`src/rtl/cnn_cell_mac_seq.sv`:
```
// ---------------------------------------------------------------------------
// cnn_cell_mac_seq
//
// Sequential multiply-accumulate for one cellular-neural-network cell.
// Computes  sum_k (a_k*y_k + b_k*u_k) + bias  over TAPS neighbourhood taps,
// using one tap pair (two multipliers) per clock, then either saturates the
// result to OUT_WIDTH bits or wraps it in two's complement.
//
// Ports
//   clk        : single clock, all state updates on its rising edge
//   rst        : synchronous, active-high reset
//   in_valid   : an operand set is offered
//   in_ready   : block is idle and can accept an operand set
//   a_taps     : feedback template taps, tap k at [k*WIDTH +: WIDTH], signed
//   b_taps     : control template taps, same packing, signed
//   u_taps     : input neighbourhood taps, same packing, signed
//   y_taps     : state/output neighbourhood taps, same packing, signed
//   bias       : signed bias term I
//   out_valid  : result is available and held until out_ready
//   out_ready  : consumer accepts the result
//   out_data   : signed result
//   out_sat    : result was clipped (always 0 when SATURATE=0)
// ---------------------------------------------------------------------------
module cnn_cell_mac_seq #(
   parameter int WIDTH     = 9,
   parameter int TAPS      = 9,
   parameter int OUT_WIDTH = 2*WIDTH,
   parameter int SATURATE  = 1
) (
   input  logic                    clk,
   input  logic                    rst,
   input  logic                    in_valid,
   output logic                    in_ready,
   input  logic [TAPS*WIDTH-1:0]   a_taps,
   input  logic [TAPS*WIDTH-1:0]   b_taps,
   input  logic [TAPS*WIDTH-1:0]   u_taps,
   input  logic [TAPS*WIDTH-1:0]   y_taps,
   input  logic [WIDTH-1:0]        bias,
   output logic                    out_valid,
   input  logic                    out_ready,
   output logic [OUT_WIDTH-1:0]    out_data,
   output logic                    out_sat
);

   // Accumulator is wide enough for 2*TAPS full-scale products plus bias.
   localparam int ACC_W = 2*WIDTH + $clog2(2*TAPS) + 1;
   localparam int IDX_W = (TAPS > 1) ? $clog2(TAPS) : 1;
   // Common width in which the sum and the output bounds can both be compared.
   localparam int SAT_W = (ACC_W > OUT_WIDTH) ? ACC_W : OUT_WIDTH;

   localparam logic [IDX_W-1:0] LAST_IDX = IDX_W'(TAPS-1);
   localparam logic signed [SAT_W-1:0] MAX_V =
      {{(SAT_W-OUT_WIDTH+1){1'b0}}, {(OUT_WIDTH-1){1'b1}}};
   localparam logic signed [SAT_W-1:0] MIN_V =
      {{(SAT_W-OUT_WIDTH+1){1'b1}}, {(OUT_WIDTH-1){1'b0}}};

   typedef enum logic [1:0] {
      IDLE,
      ACCUM,
      DONE
   } state_t;

   state_t                   state_q, state_d;
   logic [TAPS*WIDTH-1:0]    aTaps_q, aTaps_d;
   logic [TAPS*WIDTH-1:0]    bTaps_q, bTaps_d;
   logic [TAPS*WIDTH-1:0]    uTaps_q, uTaps_d;
   logic [TAPS*WIDTH-1:0]    yTaps_q, yTaps_d;
   logic [IDX_W-1:0]         idx_q, idx_d;
   logic signed [ACC_W-1:0]  acc_q, acc_d;
   logic [OUT_WIDTH-1:0]     outData_q, outData_d;
   logic                     outSat_q, outSat_d;
   logic                     outValid_q, outValid_d;

   logic signed [WIDTH-1:0]   aK, bK, uK, yK;
   logic signed [2*WIDTH-1:0] prodAY, prodBU;
   logic signed [ACC_W-1:0]   term, sum, biasExt;
   logic signed [SAT_W-1:0]   sumExt;
   logic [OUT_WIDTH-1:0]      resData;
   logic                      resSat;

   // Pick the current tap pair out of the registered operand buses and form
   // the two products for this cycle; the bias is sign-extended for loading.
   always_comb begin
      aK      = aTaps_q[int'(idx_q)*WIDTH +: WIDTH];
      bK      = bTaps_q[int'(idx_q)*WIDTH +: WIDTH];
      uK      = uTaps_q[int'(idx_q)*WIDTH +: WIDTH];
      yK      = yTaps_q[int'(idx_q)*WIDTH +: WIDTH];
      prodAY  = aK * yK;
      prodBU  = bK * uK;
      term    = ACC_W'(prodAY) + ACC_W'(prodBU);
      sum     = acc_q + term;
      biasExt = ACC_W'(signed'(bias));
   end

   // Turn the final sum into the output word: clip to the OUT_WIDTH range
   // when saturating, otherwise keep the low bits (two's-complement wrap).
   always_comb begin
      sumExt  = SAT_W'(sum);
      resData = sumExt[OUT_WIDTH-1:0];
      resSat  = 1'b0;
      if (SATURATE != 0) begin
         if (sumExt > MAX_V) begin
            resData = MAX_V[OUT_WIDTH-1:0];
            resSat  = 1'b1;
         end else if (sumExt < MIN_V) begin
            resData = MIN_V[OUT_WIDTH-1:0];
            resSat  = 1'b1;
         end
      end
   end

   // Next-state logic: accept in IDLE, walk the taps in ACCUM, and hold the
   // result in DONE until the consumer takes it. The hand-off edge only
   // returns to IDLE, so a new accept is never taken on that same edge.
   always_comb begin
      state_d    = state_q;
      aTaps_d    = aTaps_q;
      bTaps_d    = bTaps_q;
      uTaps_d    = uTaps_q;
      yTaps_d    = yTaps_q;
      idx_d      = idx_q;
      acc_d      = acc_q;
      outData_d  = outData_q;
      outSat_d   = outSat_q;
      outValid_d = outValid_q;
      case (state_q)
         IDLE: begin
            if (in_valid) begin
               aTaps_d = a_taps;
               bTaps_d = b_taps;
               uTaps_d = u_taps;
               yTaps_d = y_taps;
               acc_d   = biasExt;
               idx_d   = '0;
               state_d = ACCUM;
            end
         end
         ACCUM: begin
            acc_d = sum;
            if (idx_q == LAST_IDX) begin
               outData_d  = resData;
               outSat_d   = resSat;
               outValid_d = 1'b1;
               state_d    = DONE;
            end else begin
               idx_d = idx_q + 1'b1;
            end
         end
         DONE: begin
            if (out_ready) begin
               outValid_d = 1'b0;
               state_d    = IDLE;
            end
         end
         default: begin
            state_d = IDLE;
         end
      endcase
   end

   // State register; reset wins over any accept or hand-off on the same edge
   // and throws away an operation that is in flight.
   always_ff @(posedge clk) begin
      if (rst) begin
         state_q    <= IDLE;
         aTaps_q    <= '0;
         bTaps_q    <= '0;
         uTaps_q    <= '0;
         yTaps_q    <= '0;
         idx_q      <= '0;
         acc_q      <= '0;
         outData_q  <= '0;
         outSat_q   <= 1'b0;
         outValid_q <= 1'b0;
      end else begin
         state_q    <= state_d;
         aTaps_q    <= aTaps_d;
         bTaps_q    <= bTaps_d;
         uTaps_q    <= uTaps_d;
         yTaps_q    <= yTaps_d;
         idx_q      <= idx_d;
         acc_q      <= acc_d;
         outData_q  <= outData_d;
         outSat_q   <= outSat_d;
         outValid_q <= outValid_d;
      end
   end

   assign in_ready  = (state_q == IDLE);
   assign out_valid = outValid_q;
   assign out_data  = outData_q;
   assign out_sat   = outSat_q;

endmodule

```
`config.mk`:
```
export PLATFORM = sky130hd
export DESIGN_NAME = cnn_cell_mac_seq
export DESIGN_NICKNAME = d
export VERILOG_FILES = /design/src/rtl/cnn_cell_mac_seq.sv
export SDC_FILE = /design/constraint.sdc
export NUM_CORES = 1
export LEC_CHECK = 0
export CAP_MARGIN = 20
export CORE_MARGIN = 2
export CORE_UTILIZATION = 60
export DETAILED_ROUTE_END_ITERATION = 8
export GPL_TIMING_DRIVEN = 0
export MAX_ROUTING_LAYER = met4
export PLACE_DENSITY = 0.86
export SLEW_MARGIN = 20
export SYNTH_ARGS = -nofsm -noshare
export SYNTH_HDL_FRONTEND = slang
export SYNTH_SLANG_ARGS = --single-unit
```
`constraint.sdc`:
```
create_clock -name clk -period 17.9 [get_ports clk]
set_input_delay 2.685 -clock clk [delete_from_list [all_inputs] [get_ports clk]]
set_output_delay 2.685 -clock clk [all_outputs]
set_load 0.03 [all_outputs]
```
Word level (Yosys, flattened, before mapping):

Index checks and enable logic that the tools add are counted.

* $add $sub $neg: 3
* multipliers: 3
* magnitude comparators: 2
* equal/unequal tests: 7
* shifts and indexed selects: 4
* mux-type cells: 16
* reductions and logical operators: 9

Operators by type and width (number)
* 81-bit by 9-bit variable part select with 9-bit output: 4
* 24-bit case mux with 2 select lines: 1
* 9-bit by 9-bit multiplier with 18-bit output: 2
* 18-bit 2-to-1 mux: 2
* 24-bit by 19-bit adder with 24-bit output: 1
* 24-bit by 18-bit greater-than comparator with 1-bit output (second input constant): 1
* 24-bit by 18-bit less-than comparator with 1-bit output (second input constant): 1
* 24-bit 2-to-1 mux: 1
* 18-bit by 18-bit adder with 19-bit output: 1
* 3-bit AND reduction: 3
* 4-bit by 4-bit multiplier with 8-bit output (second input constant): 1
* 4-bit 2-to-1 mux: 2
* 2-bit inequality test (second input constant): 4
* 4-bit case mux with 2 select lines: 1
* 2-bit 2-to-1 mux: 3
* 2-bit case mux with 3 select lines: 1
* 2-bit AND reduction: 3
* 4-bit by 1-bit adder with 4-bit output (second input constant): 1
* 4-bit == test (second input constant): 1
* 1-bit 2-to-1 mux: 4
* 2-bit nonzero test: 2
* 2-bit by 1-bit == test with 1-bit output (second input constant): 1
* 2-bit == test (second input constant): 1
* 2-bit logical NOT: 1
* 1-bit case mux with 2 select lines: 1

* register bits after elaboration: 374
* output and inout port bits: 21
* logic and storage cells: 54

Logic depth before layout (Yosys ltp):

* word-level depth: 8
* mapped depth: 32
* gate-level depth less buffers: 29

Worst setup path before layout:

No wires, ideal clock.

* path type: register -> register
* start point: register idx_q[0]
* end point: register outData_q[10] (netlist: out_data[10])
* setup time: 135 ps
* data arrival time: 8172 ps
* slack: 9593 ps
* cell stages (with the launch flop): 30
* buffers on the path: 3
* clock period less this slack: 8307 ps
* cell sequence: dfxtp_1 clkbuf_1 buf_2 mux4_2 mux2i_1 nor2_1 a21oi_1 nand2b_1 inv_1 fa_1 fa_1 inv_1 fa_1 inv_1 fa_1 inv_1 fa_1 inv_1 fa_1 ha_1 ha_1 and3_2 and4_4 a221oi_4 a21boi_2 o21ai_2 a311oi_4 o41ai_4 buf_6 o32ai_2

* longest elaborated chain between the ends: 8

RTL lines
* start: declaration: RTL line 68 `logic [IDX_W-1:0] idx_q, idx_d;`
* start signal: assignment: RTL line 181 `idx_q <= idx_d;`
* 4-bit by 4-bit multiplier with 8-bit output
* 81-bit by 9-bit variable part select with 9-bit output (on tied branches)
* 9-bit by 9-bit multiplier with 18-bit output (on tied branches): RTL line 88, 89
* 18-bit by 18-bit adder with 19-bit output: RTL line 90 `term = ACC_W'(prodAY) + ACC_W'(prodBU);`
* 24-bit by 19-bit adder with 24-bit output: RTL line 91 `sum = acc_q + term;`
* 24-bit by 18-bit less-than comparator with 1-bit output: RTL line 105 `end else if (sumExt < MIN_V) begin`
* 18-bit 2-to-1 mux: RTL line 105
* 18-bit 2-to-1 mux: RTL line 102 `if (sumExt > MAX_V) begin`
* end signal: assignment: RTL line 183 `outData_q <= outData_d;`
* end: declaration: RTL line 70 `logic [OUT_WIDTH-1:0] outData_q, outData_d;`

Several ways; a longest one is shown, not always the timed one.
A chain may end at the register's enable or synchronous reset.

Final worst setup path:

* start point: register idx_q[1]
* end point: register outData_q[8] (netlist: out_data[8])

The elaborated chain is that of the path after synthesis.

==> results.toml <==
[run_status]
status = "finished clean"

[synthesis]
yosysMostFrequentCell = "nand2_1"
synth_top_area_cell = "dfxtp_1"
syn_inst = 2700
syn_area_per_cell_um2 = 8.71
synth.cell_area_um2 = 23500
ys.flop_type = "dfxtp_1"
synth_area_leaders = "dfxtp_1 (32%), fa_1 (18%), nand2_1 (12%)"
ys_async_sr_fraction = 0
synth_edf_count = 0
synth_cell_types = 73
yosys_warnings = 0
yosysSeqAreaShare = 0.318
synth_top_area_frac = 0.318
ys_ff_latch = 374
syn-num-nets = 3333
synth_common_cells = "nand2_1 (761), dfxtp_1 (374), a21oi_1 (372)"

[cts]
clock-sinks = 374
clock_latency_ns = 0.55
cts_resized = 0
post-cts-setup-buffers = 0
ctsHtreeMaxLevel = 2
path_clk_slew_ns = 0.06
numCtsBuffers = 39
cts_hold_buf = 0
cts_tree = "done"
cts.path.max_buffers = 3
cts_root_buf = "clkbuf_16"

[routing]
antenna_left = 0
drtPass1Iterations = 6
viasPerCell = 5.90
wirelength_um = 77900
drt_iter0_drc = 2090
wl_per_cell_um = 21.4
drc = 0
routed-via-count = 21500

[pwr]
power.density_nw_per_um2 = 99.1
p_leak_nw = 11.9
power_mw = 2.88
ir_drop_uv = 80.8

[sta]
holdWs_ns = 0.451
slew_headroom = 0.268
period_share = 0.568
layout_min_cycle_time_ns = 10.16
hold_viol_final = 0
worst_pin_slew_ns = 1.10
fmax_mhz = 98.4
drv_slew = 0
clock_skew_ns = 0.0151
finalSetupViolations = 0
rsz0062_at_grt = "false"
setup_tns_ns = 0

[hold_path]
hold_path_class = "reg2reg"
min_from = "bTaps_q[56]"
hold_end = "bTaps_q[56]"
worst_hold_path.num_cells = 2

[global_route]
met3_usage = 0.0600
top_usage_layer = "met2"
grt_max_degree = 15
overflow = 0
gr-usage-met1 = 0.465
antenna_found_initial = 0
grt_pass1_vias = 22100
track_usage = 0.387
grt_pass1_wl_um = 118000
met2_usage = 0.636

[placement]
post_dp_cell_area_um2 = 27700
hpwlAfterDp_um = 62700
place_congestion = 0.988
place_inst = 3575
io_buffers = 357

[worst_setup_path]
startpoint_type = "register"
slowest_delay_ns = 0.79
timing.rr.start = "idx_q[1]"
reg2reg_to = "out_data[8]"
arrival_ns = 10.57
crit_type = "reg2reg"
timing.critical_path.mode_cell = "fa_1"
end_kind = "register"
crit_path_max_fanout = 10
cp_slowest_cell = "a21oi_1"
ff2ff_path_depth = 28
r2r_setup_slack_ns = 7.74
worstPathRequired_ns = 18.31

[final_layout]
synthToLayoutAreaGrowth_pct = 23.4
drive_gt1_frac = 0.0614
antennaDiodeCount = 0
design_area_um2 = 29000
instances_no_fill = 3644
fin_nets = 3731
num-fill-cells = 2777

[die]
die_w_um = 202
die_area_um2 = 40800
row_count = 72
dieHeight_um = 202
initial_core_util = 0.609
core_area_um2 = 38600
io_pins = 358

[job]
maxCapViolCount = 0
[power by group]
part / switching (mW) / leakage, nW / internal (mW)
clock network: 0.348 / 0.625 / 0.476
registers: 0.0352 / 3.07 / 0.890
logic: 0.660 / 8.24 / 0.467
[worst max path at each step]
stage / startpoint / end / depth (start not counted)
floorplan: idx_q[0] / out_data[10] / 29
global placement: idx_q[1] / out_data[9] / 26
detailed placement: idx_q[1] / out_data[8] / 28
CTS: idx_q[1] / out_data[11] / 28
global route: idx_q[1] / out_data[9] / 28
finish: idx_q[1] / out_data[8] / 28
[layout make-up]
class / count / area, µm² / share of cell area
plain buffers: 159 / 679 / 0.0234
clock buffers: 54 / 1100 / 0.0380
clock inverters: 15 / 170 / 0.00586
inverters: 259 / 972 / 0.0335
multi-input cells: 1908 / 14400 / 0.496
flip-flops and latches: 374 / 7490 / 0.258
well taps: 518 / 648 / 0.0223
repair buffers: 357 / 3570 / 0.123
[routing by layer]
metal  share of wire  wire length (µm)  vias up
li1                -                 -     9521
met1            0.37             28900    10400
met2            0.48             37600     1241
met3           0.089              6940      284
met4           0.056              4350        0
met5               0                 0        -
[registers in the layout (all words and copies together), names as in the netlist]
name	flops
aTaps_q	81
bTaps_q	81
uTaps_q	81
yTaps_q	81
acc_q	24
out_data	18
idx_q	4
state_q	2
out_sat	1
out_valid	1
[worst max-delay path, delay by kind of cell (launching register included)]
family                   cells  cell delay (ns)
multiplexers                 2             0.61
AO/OA/AOI/OAI                5             2.16
adder cells (fa/ha/maj)      8             3.73
buffers and inverters        7             2.03
AND/OR/NAND/NOR              6             1.09
flip-flops                   1             0.41
[per-stage QoR]
step | worst slack, ns | utilization
floorplan | 9.59 | -
global placement | 8.30 | 0.718
detailed placement | 7.96 | 0.718
CTS | 7.92 | 0.751
global route | 7.43 | 0.751
finish | 7.74 | 0.751
[cell families (layout without fill, tap and decap cells)]
| logic type | Yosys count | count (layout) | share of synthesized area |
|---|---|---|---|
| AOI/OAI and AO/OA | 481 | 481 | 0.122 |
| and+or+nand+nor | 1000 | 1000 | 0.170 |
| DFF | 374 | 374 | 0.318 |
| xor gates and xnor gates | 22 | 22 | 0.00878 |
| adders and majority gates | 296 | 296 | 0.226 |
| muxes | 109 | 109 | 0.0847 |
| buffers and inverters | 418 | 844 | 0.0702 |
[layout by cell type (no fill, tap or decap), types with 4 or more instances in the layout]
cell type,instances
buf_2,8
clkbuf_8,11
nand3_1,7
inv_6,4
fa_1,214
a21oi_1,372
o21ai_1,18
o21ai_0,13
a22oi_1,5
nor2b_1,18
ha_1,82
or2_2,6
clkbuf_1,131
mux4_2,72
inv_1,259
dfxtp_1,374
nand2b_1,22
o32ai_2,9
clkinv_2,6
nand2_1,761
xor2_1,10
nor2_1,147
clkdlybuf4s50_1,357
clkbuf_16,39
buf_1,19
and2_1,16
o21a_1,6
mux2i_1,37
o32ai_1,8
a221oi_1,15
xnor2_1,11
(Power assumes the default switching activity.)
